<file path="config.mk">
export PLATFORM = sky130hd
export DESIGN_NAME = mem_port_arbiter_flat
export DESIGN_NICKNAME = d
export VERILOG_FILES = /design/src/rtl/mem_port_arbiter_if.sv /design/src/rtl/mem_port_arbiter.sv /design/src/flat_wrapper.sv
export SDC_FILE = /design/constraint.sdc
export NUM_CORES = 1
export LEC_CHECK = 0
export CORE_AREA = 2 2 208 108
export DETAILED_ROUTE_END_ITERATION = 16
export DIE_AREA = 0 0 210 110
export PLACE_DENSITY = 0.59
export REMOVE_ABC_BUFFERS = 1
export SLEW_MARGIN = 25
export SYNTH_ARGS = -nofsm -noshare
export SYNTH_HDL_FRONTEND = slang
export SYNTH_SLANG_ARGS = --single-unit
</file>
<file path="constraint.sdc">
create_clock -name clk -period 1.6 [get_ports clk]
set_input_delay 0.24 -clock clk [delete_from_list [all_inputs] [get_ports clk]]
set_output_delay 0.24 -clock clk [all_outputs]
set_load 0.02 [all_outputs]
</file>
<file path="src/rtl/mem_port_arbiter_if.sv">
// mem_port_arbiter_if: requester and memory-side signals of the fetch/data memory arbiter.
// Handshake: if_req/d_req are level requests sampled only while the arbiter is idle;
// once taken, address/we/wdata are latched and later changes are ignored. Each
// transaction ends with exactly one single-cycle if_ack or d_ack pulse (d_err qualifies
// d_ack). mem_en is a one-cycle strobe per access; mem_rdata is valid MEM_LAT cycles
// after it. busy is high from the cycle after the grant up to and including the ack.
interface mem_port_arbiter_if #(
  parameter int ADDR_W = 32,
  parameter int DATA_W = 32
);
  logic              if_req;
  logic [ADDR_W-1:0] if_addr;
  logic              if_ack;
  logic [DATA_W-1:0] if_rdata;
  logic              d_req;
  logic              d_we;
  logic [ADDR_W-1:0] d_addr;
  logic [DATA_W-1:0] d_wdata;
  logic              d_ack;
  logic              d_err;
  logic [DATA_W-1:0] d_rdata;
  logic              mem_en;
  logic              mem_we;
  logic [ADDR_W-3:0] mem_addr;
  logic [DATA_W-1:0] mem_wdata;
  logic [DATA_W-1:0] mem_rdata;
  logic              busy;

  // Requesters plus the memory: drive requests and read data, observe the rest.
  modport master (
    output if_req, if_addr, d_req, d_we, d_addr, d_wdata, mem_rdata,
    input  if_ack, if_rdata, d_ack, d_err, d_rdata, mem_en, mem_we, mem_addr, mem_wdata, busy
  );

  // Arbiter side.
  modport slave (
    input  if_req, if_addr, d_req, d_we, d_addr, d_wdata, mem_rdata,
    output if_ack, if_rdata, d_ack, d_err, d_rdata, mem_en, mem_we, mem_addr, mem_wdata, busy
  );
endinterface

</file>
<file path="src/rtl/mem_port_arbiter.sv">
// mem_port_arbiter: shares one single-port word memory between instruction fetch and
// the data load/store path. Each access runs IDLE -> ISSUE -> WAIT x MEM_LAT -> DONE;
// a misaligned data access skips straight to DONE with d_err.
// Optional macro MEM_ARB_ROUND_ROBIN_EN: on simultaneous requests grant the requester
// that was not granted last; without it data always beats fetch.
module mem_port_arbiter #(
  parameter int ADDR_W  = 32,
  parameter int DATA_W  = 32,
  parameter int MEM_LAT = 1
) (
  input  logic              clk,
  input  logic              rst,
  mem_port_arbiter_if.slave bus,
  output logic [1:0]        dbg_state
);

  typedef enum logic [1:0] {
    S_IDLE  = 2'd0,
    S_ISSUE = 2'd1,
    S_WAIT  = 2'd2,
    S_DONE  = 2'd3
  } state_t;

  state_t     state;
  logic [2:0] cnt;
  logic       win_data;
  logic       grant_data;

  // Fetch addresses are word aligned by construction; the low bits carry no meaning.
  logic unused_fetch_lsbs;
  assign unused_fetch_lsbs = ^bus.if_addr[1:0];

`ifdef MEM_ARB_ROUND_ROBIN_EN
  logic last_data;

  // Remember which requester won the most recent grant (reset: fetch, so data wins first tie).
  always_ff @(posedge clk) begin
    if (rst) begin
      last_data <= 1'b0;
    end else if (state == S_IDLE && (bus.if_req || bus.d_req)) begin
      last_data <= grant_data;
    end
  end

  // On a tie, grant whichever requester did not win last time.
  always_comb begin
    grant_data = bus.d_req;
    if (bus.d_req && bus.if_req) begin
      grant_data = !last_data;
    end
  end
`else
  assign grant_data = bus.d_req;
`endif

  assign bus.busy  = (state != S_IDLE);
  assign dbg_state = state;

  // Transaction sequencer; all requester and memory outputs are registered here.
  always_ff @(posedge clk) begin
    if (rst) begin
      state         <= S_IDLE;
      cnt           <= 3'd0;
      win_data      <= 1'b0;
      bus.if_ack    <= 1'b0;
      bus.if_rdata  <= '0;
      bus.d_ack     <= 1'b0;
      bus.d_err     <= 1'b0;
      bus.d_rdata   <= '0;
      bus.mem_en    <= 1'b0;
      bus.mem_we    <= 1'b0;
      bus.mem_addr  <= '0;
      bus.mem_wdata <= '0;
    end else begin
      bus.if_ack <= 1'b0;
      bus.d_ack  <= 1'b0;
      bus.d_err  <= 1'b0;
      bus.mem_en <= 1'b0;
      case (state)
        S_IDLE: begin
          if (bus.if_req || bus.d_req) begin
            win_data <= grant_data;
            if (grant_data) begin
              bus.mem_we    <= bus.d_we;
              bus.mem_addr  <= bus.d_addr[ADDR_W-1:2];
              bus.mem_wdata <= bus.d_wdata;
              if (bus.d_addr[1:0] != 2'b00) begin
                // Misaligned: report the error without touching memory.
                state     <= S_DONE;
                bus.d_ack <= 1'b1;
                bus.d_err <= 1'b1;
              end else begin
                state      <= S_ISSUE;
                bus.mem_en <= 1'b1;
              end
            end else begin
              bus.mem_we    <= 1'b0;
              bus.mem_addr  <= bus.if_addr[ADDR_W-1:2];
              bus.mem_wdata <= '0;
              state         <= S_ISSUE;
              bus.mem_en    <= 1'b1;
            end
          end
        end
        S_ISSUE: begin
          cnt   <= 3'(MEM_LAT - 1);
          state <= S_WAIT;
        end
        S_WAIT: begin
          if (cnt == 3'd0) begin
            // mem_rdata is valid this cycle; the ack goes out in DONE.
            state <= S_DONE;
            if (win_data) begin
              bus.d_ack <= 1'b1;
              if (!bus.mem_we) begin
                bus.d_rdata <= bus.mem_rdata;
              end
            end else begin
              bus.if_ack   <= 1'b1;
              bus.if_rdata <= bus.mem_rdata;
            end
          end else begin
            cnt <= cnt - 3'd1;
          end
        end
        S_DONE: begin
          state <= S_IDLE;
        end
        default: begin
          state <= S_IDLE;
        end
      endcase
    end
  end

endmodule

</file>
<file path="src/flat_wrapper.sv">
// flat-port wrapper written by rule: the top's interface ports become plain ports
module mem_port_arbiter_flat 
#(
  parameter int ADDR_W  = 32,
  parameter int DATA_W  = 32,
  parameter int MEM_LAT = 1
)
  (clk, rst, dbg_state, bus_if_req, bus_if_addr, bus_d_req, bus_d_we, bus_d_addr, bus_d_wdata, bus_mem_rdata, bus_if_ack, bus_if_rdata, bus_d_ack, bus_d_err, bus_d_rdata, bus_mem_en, bus_mem_we, bus_mem_addr, bus_mem_wdata, bus_busy);
  mem_port_arbiter_if #(.ADDR_W(ADDR_W), .DATA_W(DATA_W)) bus_i ();
  input  logic clk;
  input  logic rst;
  output logic [1:0] dbg_state;
  input wire logic [$bits(bus_i.if_req)-1:0] bus_if_req;
  input wire logic [$bits(bus_i.if_addr)-1:0] bus_if_addr;
  input wire logic [$bits(bus_i.d_req)-1:0] bus_d_req;
  input wire logic [$bits(bus_i.d_we)-1:0] bus_d_we;
  input wire logic [$bits(bus_i.d_addr)-1:0] bus_d_addr;
  input wire logic [$bits(bus_i.d_wdata)-1:0] bus_d_wdata;
  input wire logic [$bits(bus_i.mem_rdata)-1:0] bus_mem_rdata;
  output wire logic [$bits(bus_i.if_ack)-1:0] bus_if_ack;
  output wire logic [$bits(bus_i.if_rdata)-1:0] bus_if_rdata;
  output wire logic [$bits(bus_i.d_ack)-1:0] bus_d_ack;
  output wire logic [$bits(bus_i.d_err)-1:0] bus_d_err;
  output wire logic [$bits(bus_i.d_rdata)-1:0] bus_d_rdata;
  output wire logic [$bits(bus_i.mem_en)-1:0] bus_mem_en;
  output wire logic [$bits(bus_i.mem_we)-1:0] bus_mem_we;
  output wire logic [$bits(bus_i.mem_addr)-1:0] bus_mem_addr;
  output wire logic [$bits(bus_i.mem_wdata)-1:0] bus_mem_wdata;
  output wire logic [$bits(bus_i.busy)-1:0] bus_busy;
  assign bus_i.if_req = bus_if_req;
  assign bus_i.if_addr = bus_if_addr;
  assign bus_i.d_req = bus_d_req;
  assign bus_i.d_we = bus_d_we;
  assign bus_i.d_addr = bus_d_addr;
  assign bus_i.d_wdata = bus_d_wdata;
  assign bus_i.mem_rdata = bus_mem_rdata;
  assign bus_if_ack = bus_i.if_ack;
  assign bus_if_rdata = bus_i.if_rdata;
  assign bus_d_ack = bus_i.d_ack;
  assign bus_d_err = bus_i.d_err;
  assign bus_d_rdata = bus_i.d_rdata;
  assign bus_mem_en = bus_i.mem_en;
  assign bus_mem_we = bus_i.mem_we;
  assign bus_mem_addr = bus_i.mem_addr;
  assign bus_mem_wdata = bus_i.mem_wdata;
  assign bus_busy = bus_i.busy;
  mem_port_arbiter #(.ADDR_W(ADDR_W), .DATA_W(DATA_W), .MEM_LAT(MEM_LAT)) u_core (.clk(clk), .rst(rst), .bus(bus_i), .dbg_state(dbg_state));
endmodule
</file>
; Yosys cells after proc, flatten, opt, wreduce, memory -nomap -nowiden
; Cells that the tools add are included.
[classes]
n_mux = 19
reduce_logical = 14
add_sub_neg = 1
n_eq_ne = 6
bitwise = 6
[ops]
columns = op, n
row1 = 32-bit 2-to-1 mux, 1
row2 = 30-bit 2-to-1 mux, 1
row3 = 1-bit 2-to-1 mux, 9
row4 = 2-bit 2-to-1 mux, 4
row5 = 2-bit one-hot mux with 4 select lines, 1
row6 = 1-bit inverter, 6
row7 = 3-bit one-hot mux with 2 select lines, 1
row8 = 2-bit AND reduction, 3
row9 = 2-bit nonzero test, 3
row10 = 3-bit OR reduction, 2
row11 = 2-bit equality test (second input constant), 2
row12 = 2-bit by 1-bit != test with 1-bit output (second input constant), 2
row13 = 4-bit AND reduction, 1
row14 = 3-bit zero test, 1
row15 = 3-bit 2-to-1 mux, 1
row16 = 3-bit AND reduction, 1
row17 = 3-bit by 1-bit subtractor with 3-bit output (second input constant), 1
row18 = 2-bit by 1-bit equality test with 1-bit output (second input constant), 1
row19 = 2-bit zero test, 1
row20 = 2-bit != test (second input constant), 1
row21 = 1-bit one-hot mux with 2 select lines, 1
row22 = 2-bit OR reduction, 1
row23 = 1-bit logical OR, 1
[totals]
word_cells = 58
in_bits = 133
regBits = 137

; Logic depth before layout (Yosys ltp)
[logic_depth]
depth_word = 5
mapped_depth = 8
depth_no_buf = 6

; Worst setup path before layout
; OpenSTA, ideal clock, no wires.
[synth_path]
path_kind = register to register
startpoint = register u_core.state[0] (netlist: u_core.dbg_state[0])
endpoint = register u_core.bus.d_rdata[11]
path_buffers = 2
setup_time_ps = 70
path_stages_with_launch = 8
arrival_time_ps = 1539
slack_ps = -9
synth_period_minus_slack_ps = 1609
t_required_ps = 1530
cell_sequence = dfxtp_1 inv_1 ha_1 buf_2 nand4b_1 clkbuf_1 nand2_1 a21oi_1
[synth_between]
elab_chain_cells = 2
[synth_lines]
columns = item, line_no
row1 = start: declaration, mem_port_arbiter.sv:24  ; state_t state;
row2 = start signal: assignment, mem_port_arbiter.sv:62  ; state <= S_IDLE;
row3 = start signal: assignment, mem_port_arbiter.sv:89  ; state <= S_DONE;
row4 = start signal: assignment, mem_port_arbiter.sv:93  ; state <= S_ISSUE;
row5 = 2-bit equality test, mem_port_arbiter.sv:79  ; case (state)
row6 = 4-bit AND reduction (no line), -
row7 = end signal: assignment, mem_port_arbiter.sv:116  ; bus.d_rdata <= bus.mem_rdata;
row8 = end: declaration, mem_port_arbiter_if.sv:38  ; output if_ack, if_rdata, d_ack, d_err, d_rdata, mem_en, mem_we, mem_addr, mem_wdata, busy
; Every way passes these cells.
; A chain may end at the register's enable or synchronous reset.

; Final worst setup path
[layout_path]
startpoint = register u_core.state[0] (netlist: u_core.dbg_state[0])
endpoint = register u_core.state[0] (netlist: u_core.dbg_state[0])
[layout_between]
elab_chain_cells = 3
word_cells_on_any_way = 8
[layout_lines]
columns = item, line_no
row1 = 2-bit equality test or 2-bit zero test (tied branches), mem_port_arbiter.sv:79
row2 = 2-bit by 1-bit != test with 1-bit output (no line), -
row3 = 2-bit AND reduction (no line), -
; Parallel ways exist; a longest one is shown, timed or not.

==> metrics.md <==
| Metric | Value |
|---|---|
| Vias in the first global route | 4840 |
| All-Layer GR Usage | 0.155 |
| Critical-path cell list | inv_1 -> ha_2 -> buf_4 -> or3b_4 -> and2_4 -> o21a_1 |
| Lkg Pwr | 3.93 nW |
| Clk buf depth | 2 |
| Final worst path period need | 1.53 ns |
| Die Area | 23100 sq um |
| Commonest non-fill, non-tap cell in the layout | nand2_1 |
| First-pass GRT wire length | 27200 um |
| Startpoint Class | register |
| Syn_area_per_cell | 8.43 sq um |
| DP HPWL | 12700 um |
| Fin. max-slew vios | 0 |
| WS Path Type | register to register |
| CTS root buf | clkbuf_16 |
| CP max-delay cell | or3b_4 |
| Gate Count Post-Synth | 619 |
| Commonest non-fill, non-tap cells in the layout | nand2_1, dfxtp_1, dlygate4sd2_1 |
| CORE AREA | 21300 sq um |
| Post-synthesis cell type count | 28 |
| Maxcap violations | 0 |
| PD cells | 1300 nW/um^2 |
| Initial DRC count | 317 |
| Initial Util | 0.246 |
| Fin. Hold Viols | 0 |
| Initial antenna violation count | 0 |
| Final setup fails | 0 |
| Unrepaired setup endpoints after global routing | yes |
| CTS clk-pin slew, worst paths | 0.06 ns |
| Via count | 5231 |
| Non-Filler Instances | 1179 |
| Cells after DPL | 1140 |
| Grt ovf | 0 |
| Ys Warns | 0 |
| Crit end category | register |
| Worst slew pin tran | 0.371 ns |
| Cts bufs inserted | 17 |
| Worst Path Buf+Inv | 2 |
| Hold_buf cts | 0 |
| FF+latch count, synth | 137 |
| Crit path largest cell delay | 0.38 ns |
| Worst Path Arrival | 1.85 ns |
| H-Tree Depth | 4 |
| TritonCTS clock tree | yes |
| DRC Markers | 0 |
| Family with the most delay on the worst path | simple AND/OR/NAND/NOR gates |
| Routability Congestion | 0.753 |
| Post-layout nets | 1026 |
| Synthesized area | 5220 sq um |
| Final clock skew | 0.00707 ns |
| WP data required | 1.92 ns |
| Area grow syn2layout | 72.3% |
| Peak supply drop | 592 uV |
| Sink Count | 137 |
| Worst skew pair latency | 0.42 ns |
| Die width | 210 um |
| Fin crit share | 0.956 |
| I/O Pins | 267 |
| DRT Pass-1 Iters | 4 |
| Antenna-violating nets left | 0 |
| Total power | 11.7 mW |
| Final TNS setup | 0 ns |
| Crit path max fanout | 4 |
| Status | finished, final reports clean |
| Max Fclk | 0.654 GHz |
| Routed len/inst | 16.5 um |
| ANT cells | 0 |
| Share of cells above drive strength 1 | 0.0934 |
| Seq/Total Area, Yosys | 0.525 |
| Slew Limit Headroom | 0.753 |
| Site row count | 38 |
| Vias/cell | 4.44 |
| DIE HEIGHT | 110 um |
| Port Buffers | 264 |
| Routed Wire Length | 19500 um |
| Worst hold path class | input port to register |
| Largest net degree at the start of global routing | 61 |
synth_stat cells, drive strengths merged:
| library cell | count | share of area |
|---|---|---|
| inv | 6 | 0.0043 |
| nand4b | 1 | 0.0017 |
| ha | 6 | 0.014 |
| nor2 | 34 | 0.024 |
| o21ai | 4 | 0.0046 |
| and2 | 2 | 0.0029 |
| nand3b | 1 | 0.0014 |
| nand2b | 3 | 0.0036 |
| nand3 | 33 | 0.032 |
| a21oi | 104 | 0.10 |
| and3b | 1 | 0.0017 |
| nand2 | 166 | 0.12 |
| buf | 32 | 0.035 |
| nor3 | 1 | 0.00096 |
| and4b | 1 | 0.0019 |
| a211oi | 31 | 0.046 |
| nor2b | 1 | 0.0012 |
| or3b | 1 | 0.0022 |
| clkbuf | 20 | 0.014 |
| mux2i | 31 | 0.059 |
| dfxtp | 137 | 0.53 |
| o21a | 3 | 0.0043 |
routing by layer:
metal / track usage / vias to the layer above / share of wire
met1: 0.207 / 2438 / 0.49
met3: 0.0703 / 12 / 0.085
met5: 0 / - / 0
met2: 0.224 / 167 / 0.41
li1: - / 2614 / -
met4: 0.0395 / 0 / 0.0079
cell families (layout without fill, tap and decap cells):
group | count (synthesis) | in the layout | share of synthesized area
simple gates | 245 | 245 | 0.193
mux | 31 | 31 | 0.0594
buf+inv | 58 | 338 | 0.0537
compound gates | 142 | 142 | 0.154
flops | 137 | 137 | 0.525
fa+ha+maj | 6 | 6 | 0.0144
sequential cells by signal, indices dropped and copies added, names as in the netlist:
register / count
u_core.bus.mem_addr: 30
u_core.bus.d_ack: 1
u_core.dbg_state: 2
u_core.bus.if_rdata: 32
u_core.bus.if_ack: 1
u_core.bus.mem_en: 1
u_core.bus.d_rdata: 32
u_core.bus.d_err: 1
u_core.bus.mem_wdata: 32
u_core.bus.mem_we: 1
u_core.cnt: 3
u_core.win_data: 1
repair_timing:
item                                    in CTS  in global routing
endpoints found under the setup margin     132                112
resized for setup                          137                 14
setup buffers                                0                  1
pin swaps                                    0                  3
gates cloned                                 0                  7
endpoints found under the hold margin        0                  0
path summary, 6_finish.rpt:
path | startpoint | end | slack (ns) | cells after the start
worst min-delay path | bus_d_req | u_core.win_data$_SDFFE_PP0P_ | 0.18 | 3
worst min register to register | u_core.bus.mem_wdata[30]$_SDFFE_PP0P_ | u_core.bus.mem_wdata[30]$_SDFFE_PP0P_ | 0.45 | 2
worst max-delay path | u_core.dbg_state[0]$_SDFFE_PP0P_ | u_core.dbg_state[0]$_SDFFE_PP0P_ | 0.07 | 6
worst max register to register | u_core.dbg_state[0]$_SDFFE_PP0P_ | u_core.dbg_state[0]$_SDFFE_PP0P_ | 0.07 | 6
power by group:
group,switching [mW],internal [mW]
sequential,0.197,3.83
combinational,1.92,1.43
clock,1.52,2.80
worst register-to-register path: stages (launching register included):
cell     delay, ns
dfxtp_1       0.31
inv_1         0.07
ha_2          0.19
buf_4         0.14
or3b_4        0.39
and2_4        0.17
o21a_1        0.16
area by class of cell:
type / count / area [sq um]
multi-input combinational: 424 / 2250
tap: 280 / 350
sequential: 137 / 2740
clock inverter: 12 / 199
inverter: 6 / 22.5
fill: 2150 / 12300
clock buffer: 19 / 443
timing repair buffer: 301 / 2990
through the flow:
stage / setup slack [ns] / cell area [sq um] / hold WS [ns] / utilization
6_report: 0.0705 / 8990 / 0.178 / 0.423
5_1_grt: -0.0164 / 8990 / 0.180 / 0.423
4_1_cts: 0.00255 / 8760 / 0.150 / 0.412
3_5_place_dp: -0.0228 / 8280 / 0.445 / 0.390
3_3_place_gp: 0.0397 / 8280 / 0.439 / 0.390
2_1_floorplan: -1.21 / 4960 / 0.305 / -
Power figures use the tool's default switching activity.
